## src/rtl/temporizador_pkg.sv

```systemverilog
// temporizador_pkg: shared state encoding and reset constants for the countdown timer
package temporizador_pkg;
  typedef enum logic [1:0] {
    IDLE  = 2'b00,
    RUN   = 2'b01,
    PAUSE = 2'b10,
    DONE  = 2'b11
  } state_t;
  localparam logic [31:0] count_reset = '1;
endpackage

```

## src/rtl/contador_regresivo_cargable.sv

```systemverilog
// contador_regresivo_cargable: loadable down-counter that saturates at zero
import temporizador_pkg::*;
module contador_regresivo_cargable #(
  parameter int width = 4
) (
  input  logic             clk,
  input  logic             reset,
  input  logic             load,
  input  logic             enable,
  input  logic [width-1:0] load_data,
  output logic [width-1:0] count
);
  always_ff @(posedge clk or negedge reset)
    if (!reset) count <= count_reset[width-1:0];
    else if (load) count <= load_data;
    else if (enable && count != '0) count <= count - 1'b1;
endmodule

```

## src/rtl/controlador_temporizador_regresivo.sv

```systemverilog
// controlador_temporizador_regresivo: sequencing FSM turning the down-counter into a one-shot/auto-reload timer
import temporizador_pkg::*;
module controlador_temporizador_regresivo #(
  parameter int width = 4
) (
  input  logic             clk,
  input  logic             reset,
  input  logic             start,
  input  logic             pause,
  input  logic             stop,
  input  logic             mode_reload,
  input  logic [width-1:0] load_value,
  output logic [width-1:0] count,
  output logic             busy,
  output logic             done,
  output logic [1:0]       state
);
  state_t state_q, state_d;
  logic [width-1:0] reload_reg, load_data;
  logic load, enable, done_d;
  contador_regresivo_cargable #(.width(width)) u_contador (
    .clk(clk),
    .reset(reset),
    .load(load),
    .enable(enable),
    .load_data(load_data),
    .count(count)
  );
  always_comb begin
    state_d = state_q;
    load = 1'b0;
    enable = 1'b0;
    done_d = 1'b0;
    load_data = load_value;
    if (stop) state_d = IDLE;
    else if (start) begin
      state_d = RUN;
      load = 1'b1;
    end else if (state_q == RUN) begin
      if (pause) state_d = PAUSE;
      else if (count != '0) enable = 1'b1;
      else begin
        // terminal count: pulse done, then reload or park in DONE
        done_d = 1'b1;
        load = mode_reload;
        load_data = reload_reg;
        state_d = mode_reload ? RUN : DONE;
      end
    end else if (state_q == PAUSE && !pause) state_d = RUN;
  end
  always_ff @(posedge clk or negedge reset)
    if (!reset) begin
      state_q <= IDLE;
      reload_reg <= count_reset[width-1:0];
      done <= 1'b0;
    end else begin
      state_q <= state_d;
      done <= done_d;
      if (start && !stop) reload_reg <= load_value;
    end
  assign busy = (state_q == RUN) || (state_q == PAUSE);
  assign state = state_q;
endmodule
```

## config.mk

```make
export PLATFORM = sky130hd
export DESIGN_NAME = controlador_temporizador_regresivo
export DESIGN_NICKNAME = d
export VERILOG_FILES = /design/src/rtl/temporizador_pkg.sv /design/src/rtl/contador_regresivo_cargable.sv /design/src/rtl/controlador_temporizador_regresivo.sv
export SDC_FILE = /design/constraint.sdc
export NUM_CORES = 1
export LEC_CHECK = 0
export CORE_UTILIZATION = 51
export CTS_BUF_LIST = sky130_fd_sc_hd__clkbuf_8 sky130_fd_sc_hd__clkbuf_16
export CTS_CLUSTER_DIAMETER = 60
export DETAILED_ROUTE_END_ITERATION = 12
export PLACE_DENSITY = 0.86
export SYNTH_ARGS = -nofsm -noshare
export SYNTH_HDL_FRONTEND = slang
export SYNTH_HIERARCHICAL = 1
export SYNTH_SLANG_ARGS = --single-unit
export TNS_END_PERCENT = 20
```

## constraint.sdc

```tcl
create_clock -name clk -period 4.6 [get_ports clk]
set_input_delay 0.69 -clock clk [delete_from_list [all_inputs] [get_ports clk]]
set_output_delay 0.69 -clock clk [all_outputs]
set_load 0.1 [all_outputs]
```

==> results of run 1 <==
routing by layer:
metal,share of wire [%],track usage (%)
met5,0,0
met4,0.79,12.5
met3,3.8,5.00
met2,49,35.1
met1,46,26.0
how the worst max path moves through the flow:
stage	slack, ns	to	cells after the start
3_5_place_dp	1.83	u_contador/count[1]	6
2_1_floorplan	1.97	busy	3
4_1_cts	1.76	busy	4
5_1_grt	1.72	busy	4
3_3_place_gp	1.93	u_contador/count[1]	6
6_report	1.78	busy	4
cell families (layout without fill, tap and decap cells):
kind of cell               after synthesis  in the layout
AOI/OAI and AO/OA                       13             13
adders and majority gates                3              3
and+or+nand+nor                         21             21
muxes                                    9              9
buffers and inverters                   10             30
DFF                                     11             11
worst register-to-register path: stages (launching register included):
cell      delay [ns]
dfrtp_1         0.39
inv_1           0.08
ha_1            0.23
or4b_4          0.50
nor2_1          0.23
inv_1           0.13
or4_1           0.48
o211ai_1        0.11
power groups by stage:
| stage | combinational, µW | clock [µW] | sequential, µW |
|---|---|---|---|
| 6_report | 165 | 94.1 | 137 |
| 5_1_grt | 173 | 100 | 139 |
| 4_1_cts | 166 | 97.5 | 137 |
| 3_5_place_dp | 165 | 0 | 138 |
| 3_3_place_gp | 162 | 0 | 137 |
| 2_1_floorplan | 62.6 | 0 | 199 |
stage by stage:
step | util [%] | setup slack (ns) | total power (µW)
final | 72.5 | 1.78 | 396
after global routing | 72.5 | 1.72 | 413
after global placement | 69.1 | 1.93 | 299
after detailed placement | 69.1 | 1.83 | 303
after floorplan | - | 1.97 | 261
after CTS | 72.5 | 1.76 | 400
placed cells by master, fill, tap and decap left out, types with 2 or more instances in the layout:
cell type and count:
ha_1 3, nand2_1 3, dfrtp_1 3, clkbuf_8 3
inv_1 10, o21ai_0 2, a31oi_1 2, dfstp_2 8
nor2_1 4, clkdlybuf4s50_1 17, nor3_1 2, mux2_2 8
layout make-up:
type                       count  area (µm²)
sequential                    11         285
clock buffer                   3        41.3
fill                         101         367
clock inverter                 1        3.75
timing repair buffer          17         170
tap                           15        18.8
multi-input combinational     46         414
inverter                       9        33.8
==> flow_summary_export.csv, run 1 <==
group,metric,value,unit
cells_and_area,instances_no_fill,102,
critical_path,critPathKind,"register to primary output",
clocking,cts_sinks,11,
synthesis,synth_warnings,6,
synthesis,avgSynthCellArea,11.1,µm²
floorplan,coreArea,1330,µm²
synthesis,synth_most_common_cell,"inv_1",
synthesis,synth_top_family_by_area,"simple AND/OR/NAND/NOR gates",
floorplan,ios,18,
global_routing,grt_pass1_vias,521,
critical_path,slowest_stage,"clkdlybuf4s50_1",
route,wl,1520,µm
global_routing,grt_overflow,0,
placed_design,place.gp.congestion,0.719,
synthesis,synth-compound-area-share,13.6,%
critical_path,reg2regPathDepth,7,
critical_path,r2r-end,"u_contador/count[1]",
critical_path,rrSetupSlack,2.37,ns
sta,timing.final.crit_period,2.82,ns
route,num_vias,578,
clocking,cts_buffers,3,
placed_design,dpl.hpwl,1130,µm
sta,final-max-slew-violation-count,0,
critical_path,path_cells,"inv_1 > ha_1 > inv_1 > clkdlybuf4s50_1",
sta,worstMarginPinSlew,0.973,ns
cells_and_area,fin_area,967,µm²
cells_and_area,layout.nets,101,
worst_hold_path,min-delay-start,"state[0]",
critical_path,r2r_start,"state[1]",
sta,finalSetupTns,0,ns
synthesis,synthesis.nets,80,
placed_design,port_buffers,17,
synthesis,yosys.area_share.adder,5.04,%
synthesis,synth-edff-count,0,
route,drt-initial-drc-count,9,
power,pwr-share-clk,23.8,%
power,switching_share,42.0,%
global_routing,grt_max_degree,12,
clocking,cts_tree,"done",
global_routing,antenna_found_initial,0,
cells_and_area,drive_above_1_share,32.2,%
clocking,cts.repair.resized,0,
synthesis,synth-main-ff-cell,"dfstp_2",
clocking,worstSkewPairLatency,0.24,ns
power,switchingPower,166,µW
floorplan,die-area,1620,µm²
synthesis,ys_types,33,
power,power_frac_comb,41.7,%
global_routing,grtUsageTotal,21.6,%
sta,slew_headroom,34.9,%
critical_path,cpMostUsedCell,"inv_1",
global_routing,grt_pass1_wl,2230,µm
clocking,hold_buffers,0,
power,total_leakage_power,0.000414,µW
route,viasPerCell,5.67,
sta,hold_viol_final,0,
route,drt_pass1_iterations,4,
critical_path,cp_slowest_stage_delay,1.12,ns
clocking,h-tree-depth,1,
placed_design,place_inst,98,
synthesis,synth_top_area_share,28.2,%
critical_path,startpoint,"state[0]",
critical_path,cp.arrival,2.13,ns
outcome,outcome,"completed",
floorplan,die_y,40.2,µm
synthesis,netlist_instances,67,
clocking,clock_path_buffers,2,
power,peakVddDrop,246,µV
route,wl_per_cell,14.9,µm
critical_path,cp_max_fo,4,
critical_path,crit_buf_inv,3,
power,powerDensity,410,nW/µm²
floorplan,rows,13,
sta,max_freq,354,MHz
sta,setup_viol,0,
synthesis,syn_area,744,µm²
worst_hold_path,hold_class,"register to register",
cells_and_area,syn2layout_area_growth,29.9,%
clocking,cts.root.buffer_cell,"clkbuf_8",
critical_path,crit_family,"buffers and inverters",
synthesis,synth_seq_area_share,38.3,%
sta,finalClockSkew,0.00277,ns
critical_path,cp-start-kind,"register",
synthesis,synth_top_cell_by_area,"dfstp_2",
route,drt_drc_violations_left,0,
sta,hold_ws,0.572,ns
clocking,cts_setup_buffers,0,
cells_and_area,n_antenna_cell,0,
synthesis,synthTopCellsByCount,"inv_1, dfstp_2, mux2_2, nor2_1",
critical_path,crit_path_end_kind,"primary output",
synthesis,synth_xor_area_share,0,%
synthesis,async_flop_share,100,%
power,p_int,230,µW
worst_hold_path,min_path_cells,1,
job,cap_violations,0,
floorplan,die_x,40.2,µm
sta,rsz0062_at_grt,"false",
route,antenna_left,0,
worst_hold_path,min_to,"state[0]",
clocking,path_clk_slew,0.05,ns
power,pwr-share-seq,34.5,%
critical_path,required,3.91,ns
placed_design,placed_area,922,µm²
synthesis,ys_ff_latch,11,
synthesis,synthSimpleGateAreaFrac,23.4,%
sta,fin_crit_sh,61.4,%
floorplan,start_util,55.8,%
synthesis,synth.mux.area_fraction,13.6,%
synthesis,yosys-top-cells-area,"dfstp_2, mux2_2, dfrtp_1",
Power figures use the tool's default switching activity.
==> inputs of run 2 (changes only) <==
--- a/config.mk
+++ b/config.mk
@@ -5,11 +5,11 @@
 export SDC_FILE = /design/constraint.sdc
 export NUM_CORES = 1
 export LEC_CHECK = 0
-export CORE_UTILIZATION = 51
+export CORE_UTILIZATION = 47
 export CTS_BUF_LIST = sky130_fd_sc_hd__clkbuf_8 sky130_fd_sc_hd__clkbuf_16
 export CTS_CLUSTER_DIAMETER = 60
 export DETAILED_ROUTE_END_ITERATION = 12
-export PLACE_DENSITY = 0.86
+export PLACE_DENSITY = 0.8
 export SYNTH_ARGS = -nofsm -noshare
 export SYNTH_HDL_FRONTEND = slang
 export SYNTH_HIERARCHICAL = 1
==> constraint.sdc (replaced) <==
create_clock -name clk -period 2.81 [get_ports clk]
set_input_delay 0.4215 -clock clk [delete_from_list [all_inputs] [get_ports clk]]
set_output_delay 0.4215 -clock clk [all_outputs]
set_load 0.1 [all_outputs]
==> flow_summary_export.csv, run 2 (synthesis results as in run 1) <==
group,metric,value,unit
critical_path,slowest_stage,"or4b_4",
floorplan,die_x,41.8,µm
critical_path,cp-start-kind,"input pin",
sta,final-max-slew-violation-count,0,
clocking,cts_buffers,3,
floorplan,ios,18,
floorplan,die_y,41.8,µm
global_routing,grt_overflow,0,
clocking,cts_tree,"done",
cells_and_area,fill_cells,129,
critical_path,cp_slowest_stage_delay,0.58,ns
route,antenna_left,0,
cells_and_area,final_util,63.7,%
power,peakVddDrop,425,µV
route,wl_per_cell,13.9,µm
critical_path,required,2.97,ns
clocking,worstSkewPairLatency,0.23,ns
job,cap_violations,0,
route,num_vias,568,
power,powerDensity,674,nW/µm²
route,drt_pass1_iterations,4,
cells_and_area,final_cell_mix,"inv_1, clkdlybuf4s50_1, mux2_2, buf_4, dfstp_2",
global_routing,grt_pass1_wl,2560,µm
placed_design,dpl.hpwl,1110,µm
sta,setup_viol,0,
floorplan,coreArea,1490,µm²
cells_and_area,syn2layout_area_growth,27.4,%
clocking,h-tree-depth,1,
sta,max_freq,452,MHz
critical_path,reg2regPathDepth,7,
clocking,hold_buffers,0,
sta,hold_viol_final,0,
floorplan,rows,14,
cells_and_area,layout.nets,101,
route,drt_drc_violations_left,0,
sta,finalSetupTns,0,ns
route,drt-initial-drc-count,6,
outcome,outcome,"completed",
critical_path,crit_family,"simple AND/OR/NAND/NOR gates",
global_routing,grtUsageTotal,20.0,%
critical_path,crit_buf_inv,2,
power,total_leakage_power,0.000424,µW
critical_path,rrSetupSlack,0.67,ns
cells_and_area,n_antenna_cell,0,
sta,rsz0062_at_grt,"false",
sta,slew_headroom,63.0,%
critical_path,cp.arrival,2.37,ns
route,wl,1430,µm
critical_path,crit_path_end_kind,"register",
global_routing,grt_pass1_vias,565,
clocking,cts.root.buffer_cell,"clkbuf_8",
floorplan,die-area,1750,µm²
floorplan,start_util,50.0,%
cells_and_area,fin_area,948,µm²
critical_path,cp.depth,6,
sta,fin_crit_sh,78.7,%
clocking,cts.repair.resized,0,
clocking,cts_sinks,11,
global_routing,antenna_found_initial,0,
cells_and_area,final_common_cell,"inv_1",
sta,worstMarginPinSlew,0.553,ns
critical_path,cp_max_fo,6,
global_routing,grt_max_degree,12,
placed_design,placed_area,903,µm²
worst_hold_path,hold_class,"input pin to async pin",
sta,hold_ws,0.515,ns
clocking,cts_setup_buffers,0,
critical_path,r2r_start,"state[1]",
placed_design,place.gp.congestion,0.827,
sta,finalClockSkew,0.000696,ns
critical_path,critPathKind,"input pin to register",
sta,timing.final.crit_period,2.21,ns
clocking,path_clk_slew,0.05,ns
placed_design,port_buffers,17,
route,viasPerCell,5.51,
cells_and_area,drive_above_1_share,41.4,%
clocking,clock_path_buffers,2,
critical_path,path_cells,"clkdlybuf4s50_1 > or4b_4 > nor2_1 > inv_1 > or4_1 > o211ai_1",
critical_path,r2r-end,"u_contador/count[1]",
run 2: cell count changes in the layout (fill, tap and decap cells not counted):
cell and delta:
buf_4 +8, clkdlybuf4s50_1 -8
run 2: metrics by stage:
step	total power [µW]	setup WS, ns	instances
2_1_floorplan	428	0.199	67
5_1_grt	675	0.499	103
3_3_place_gp	485	0.402	99
3_5_place_dp	491	0.369	99
6_report	640	0.598	103
4_1_cts	649	0.605	103
run 2: final cells by class:
type	instances	area (µm²)	share of cell area [%]
Timing Repair Buffer	17	150	15.8
Tap cell	16	20.0	2.11
Clock inverter	1	3.75	0.396
Sequential cell	11	285	30.1
Multi-Input combinational cell	46	414	43.7
Inverter	9	33.8	3.56
Clock buffer	3	41.3	4.35
run 2: worst max-delay path by stage:
| stage | startpoint | endpoint | slack (ns) |
|---|---|---|---|
| 2_1_floorplan | state[0] | u_contador/count[1] | 0.20 |
| 3_3_place_gp | stop | u_contador/count[1] | 0.40 |
| 3_5_place_dp | stop | u_contador/count[1] | 0.37 |
| 4_1_cts | stop | u_contador/count[1] | 0.61 |
| 5_1_grt | stop | u_contador/count[1] | 0.50 |
| 6_report | stop | u_contador/count[1] | 0.60 |
run 2: worst reg2reg max path: stages (launching register included):
cell	delay, ns
dfrtp_1	0.39
inv_1	0.08
ha_1	0.21
or4b_4	0.49
nor2_1	0.20
inv_1	0.11
or4_1	0.48
o211ai_1	0.11
run 2: routing by layer:
layer	GRT usage, %	wire length [µm]	vias to the layer above
met5	0	0	-
met3	2.61	31	5
li1	-	-	285
met4	13.5	42	0
met2	29.4	673	10
met1	27.2	682	268
run 2: power by group:
part / total (µW) / internal [µW] / switching [µW]
logic: 263 / 78.9 / 184
registers: 225 / 196 / 29.1
clock network: 152 / 95.6 / 56.1
==> inputs of run 3 (changes only) <==
==> constraint.sdc (replaced) <==
create_clock -name clk -period 2.28 [get_ports clk]
set_input_delay 0.342 -clock clk [delete_from_list [all_inputs] [get_ports clk]]
set_output_delay 0.342 -clock clk [all_outputs]
set_load 0.1 [all_outputs]
==> flow_summary_export.csv, run 3 (synthesis results as in run 1) <==
group,metric,value,unit
cells_and_area,n_antenna_cell,0,
critical_path,endpoint,"u_contador/count[1]",
route,wl_per_cell,14.5,µm
power,power,818,µW
critical_path,r2r-end,"u_contador/count[1]",
cells_and_area,syn2layout_area_growth,36.1,%
route,wl,1580,µm
sta,max_freq,470,MHz
cells_and_area,regArea,290,µm²
global_routing,grt_pass1_vias,614,
critical_path,required,2.44,ns
power,switchingPower,340,µW
sta,rsz0062_at_grt,"false",
power,power_frac_comb,43.0,%
route,num_vias,601,
power,total_leakage_power,0.000456,µW
clocking,cts_buffers,3,
cells_and_area,final_util,68.1,%
cells_and_area,final_common_cell,"buf_4",
clocking,cts_tree,"done",
floorplan,rows,14,
critical_path,cp_max_fo,5,
power,pwr-share-clk,22.7,%
sta,slew_headroom,67.8,%
clocking,cts.repair.resized,0,
route,viasPerCell,5.51,
global_routing,grtUsageTotal,21.0,%
clocking,cts_sinks,11,
sta,hold_viol_final,0,
placed_design,placed_area,966,µm²
floorplan,start_util,50.0,%
global_routing,grt_max_degree,12,
power,peakVddDrop,611,µV
sta,final-max-slew-violation-count,0,
sta,finalSetupTns,0,ns
clocking,path_clk_slew,0.05,ns
clocking,clock_path_buffers,2,
floorplan,coreArea,1490,µm²
sta,worstMarginPinSlew,0.481,ns
critical_path,startpoint,"state[1]",
route,drt_drc_violations_left,0,
global_routing,antenna_found_initial,0,
cells_and_area,layout.nets,107,
sta,fin_crit_sh,93.3,%
worst_hold_path,hold_class,"input pin to async pin",
power,powerDensity,807,nW/µm²
job,cap_violations,0,
critical_path,cp-start-kind,"register",
floorplan,ios,18,
critical_path,rrSetupSlack,0.15,ns
floorplan,die-area,1750,µm²
placed_design,port_buffers,17,
floorplan,die_x,41.8,µm
placed_design,place.gp.congestion,0.897,
route,drt-initial-drc-count,16,
sta,timing.final.crit_period,2.13,ns
cells_and_area,final_cell_mix,"buf_4, inv_1, clkdlybuf4s50_1",
cells_and_area,fill_cells,119,
global_routing,grt_pass1_wl,2720,µm
sta,setup_viol,0,
clocking,worstSkewPairLatency,0.23,ns
outcome,outcome,"completed",
clocking,cts.root.buffer_cell,"clkbuf_8",
power,p_int,478,µW
floorplan,die_y,41.8,µm
route,antenna_left,0,
power,pwr-share-seq,34.3,%
clocking,hold_buffers,0,
power,switching_share,41.6,%
clocking,h-tree-depth,1,
cells_and_area,fin_area,1010,µm²
route,drt_pass1_iterations,4,
critical_path,critPathKind,"register to register",
cells_and_area,drive_above_1_share,48.4,%
critical_path,crit_path_end_kind,"register",
critical_path,reg2regPathDepth,7,
placed_design,dpl.hpwl,1260,µm
global_routing,grt_overflow,0,
clocking,cts_setup_buffers,0,
cells_and_area,multi_input_area,417,µm²
critical_path,r2r_start,"state[1]",
sta,finalClockSkew,0.00102,ns
critical_path,cp.arrival,2.28,ns
run 3: power groups by stage:
| stage | Sequential, µW | Clock, µW | Combinational [µW] |
|---|---|---|---|
| 6_report | 280 | 186 | 351 |
| 3_5_place_dp | 282 | 0 | 352 |
| 3_3_place_gp | 281 | 0 | 344 |
| 2_1_floorplan | 404 | 0 | 126 |
| 4_1_cts | 280 | 196 | 353 |
| 5_1_grt | 285 | 202 | 369 |
run 3: through the flow:
stage,hold WS [ns],instances,setup slack (ns)
final,0.440,109,0.152
after global routing,0.485,109,0.0397
after CTS,0.447,109,0.0905
after detailed placement,0.570,105,-0.0715
after global placement,0.553,105,0.0143
after floorplan,0.0464,67,0.0177
run 3: worst min path at each step:
stage / startpoint / to / slack (ns)
final: reset / done / 0.44
after global routing: reset / done / 0.48
after CTS: reset / state[0] / 0.45
after detailed placement: u_contador/count[1] / u_contador/count[1] / 0.57
after global placement: u_contador/count[1] / u_contador/count[1] / 0.55
after floorplan: reset / done / 0.05
run 3: routing by layer:
metal | global-route usage, % | vias to the layer above | wire [µm] | part of all wire (%)
met2 | 36.6 | 15 | 865 | 55
met5 | 0 | - | 0 | 0
met4 | 11.6 | 0 | 8 | 0.51
met1 | 24.7 | 286 | 663 | 42
met3 | 2.61 | 2 | 44 | 2.8
li1 | - | 298 | - | -
run 3: layout make-up:
type / count / area share [%]
clock inverter: 1 / 0.370
multi-input combinational: 46 / 41.1
timing repair buffer: 23 / 20.5
clock buffer: 3 / 4.07
tap: 16 / 1.98
sequential: 11 / 28.6
inverter: 9 / 3.33
run 3: worst max-delay path, stage by stage (launching register included):
cell and delay, ns:
dfrtp_2 0.40, inv_1 0.08, ha_1 0.22, or4b_4 0.50
nor2_2 0.15, inv_1 0.10, or4_1 0.49, o211ai_1 0.11
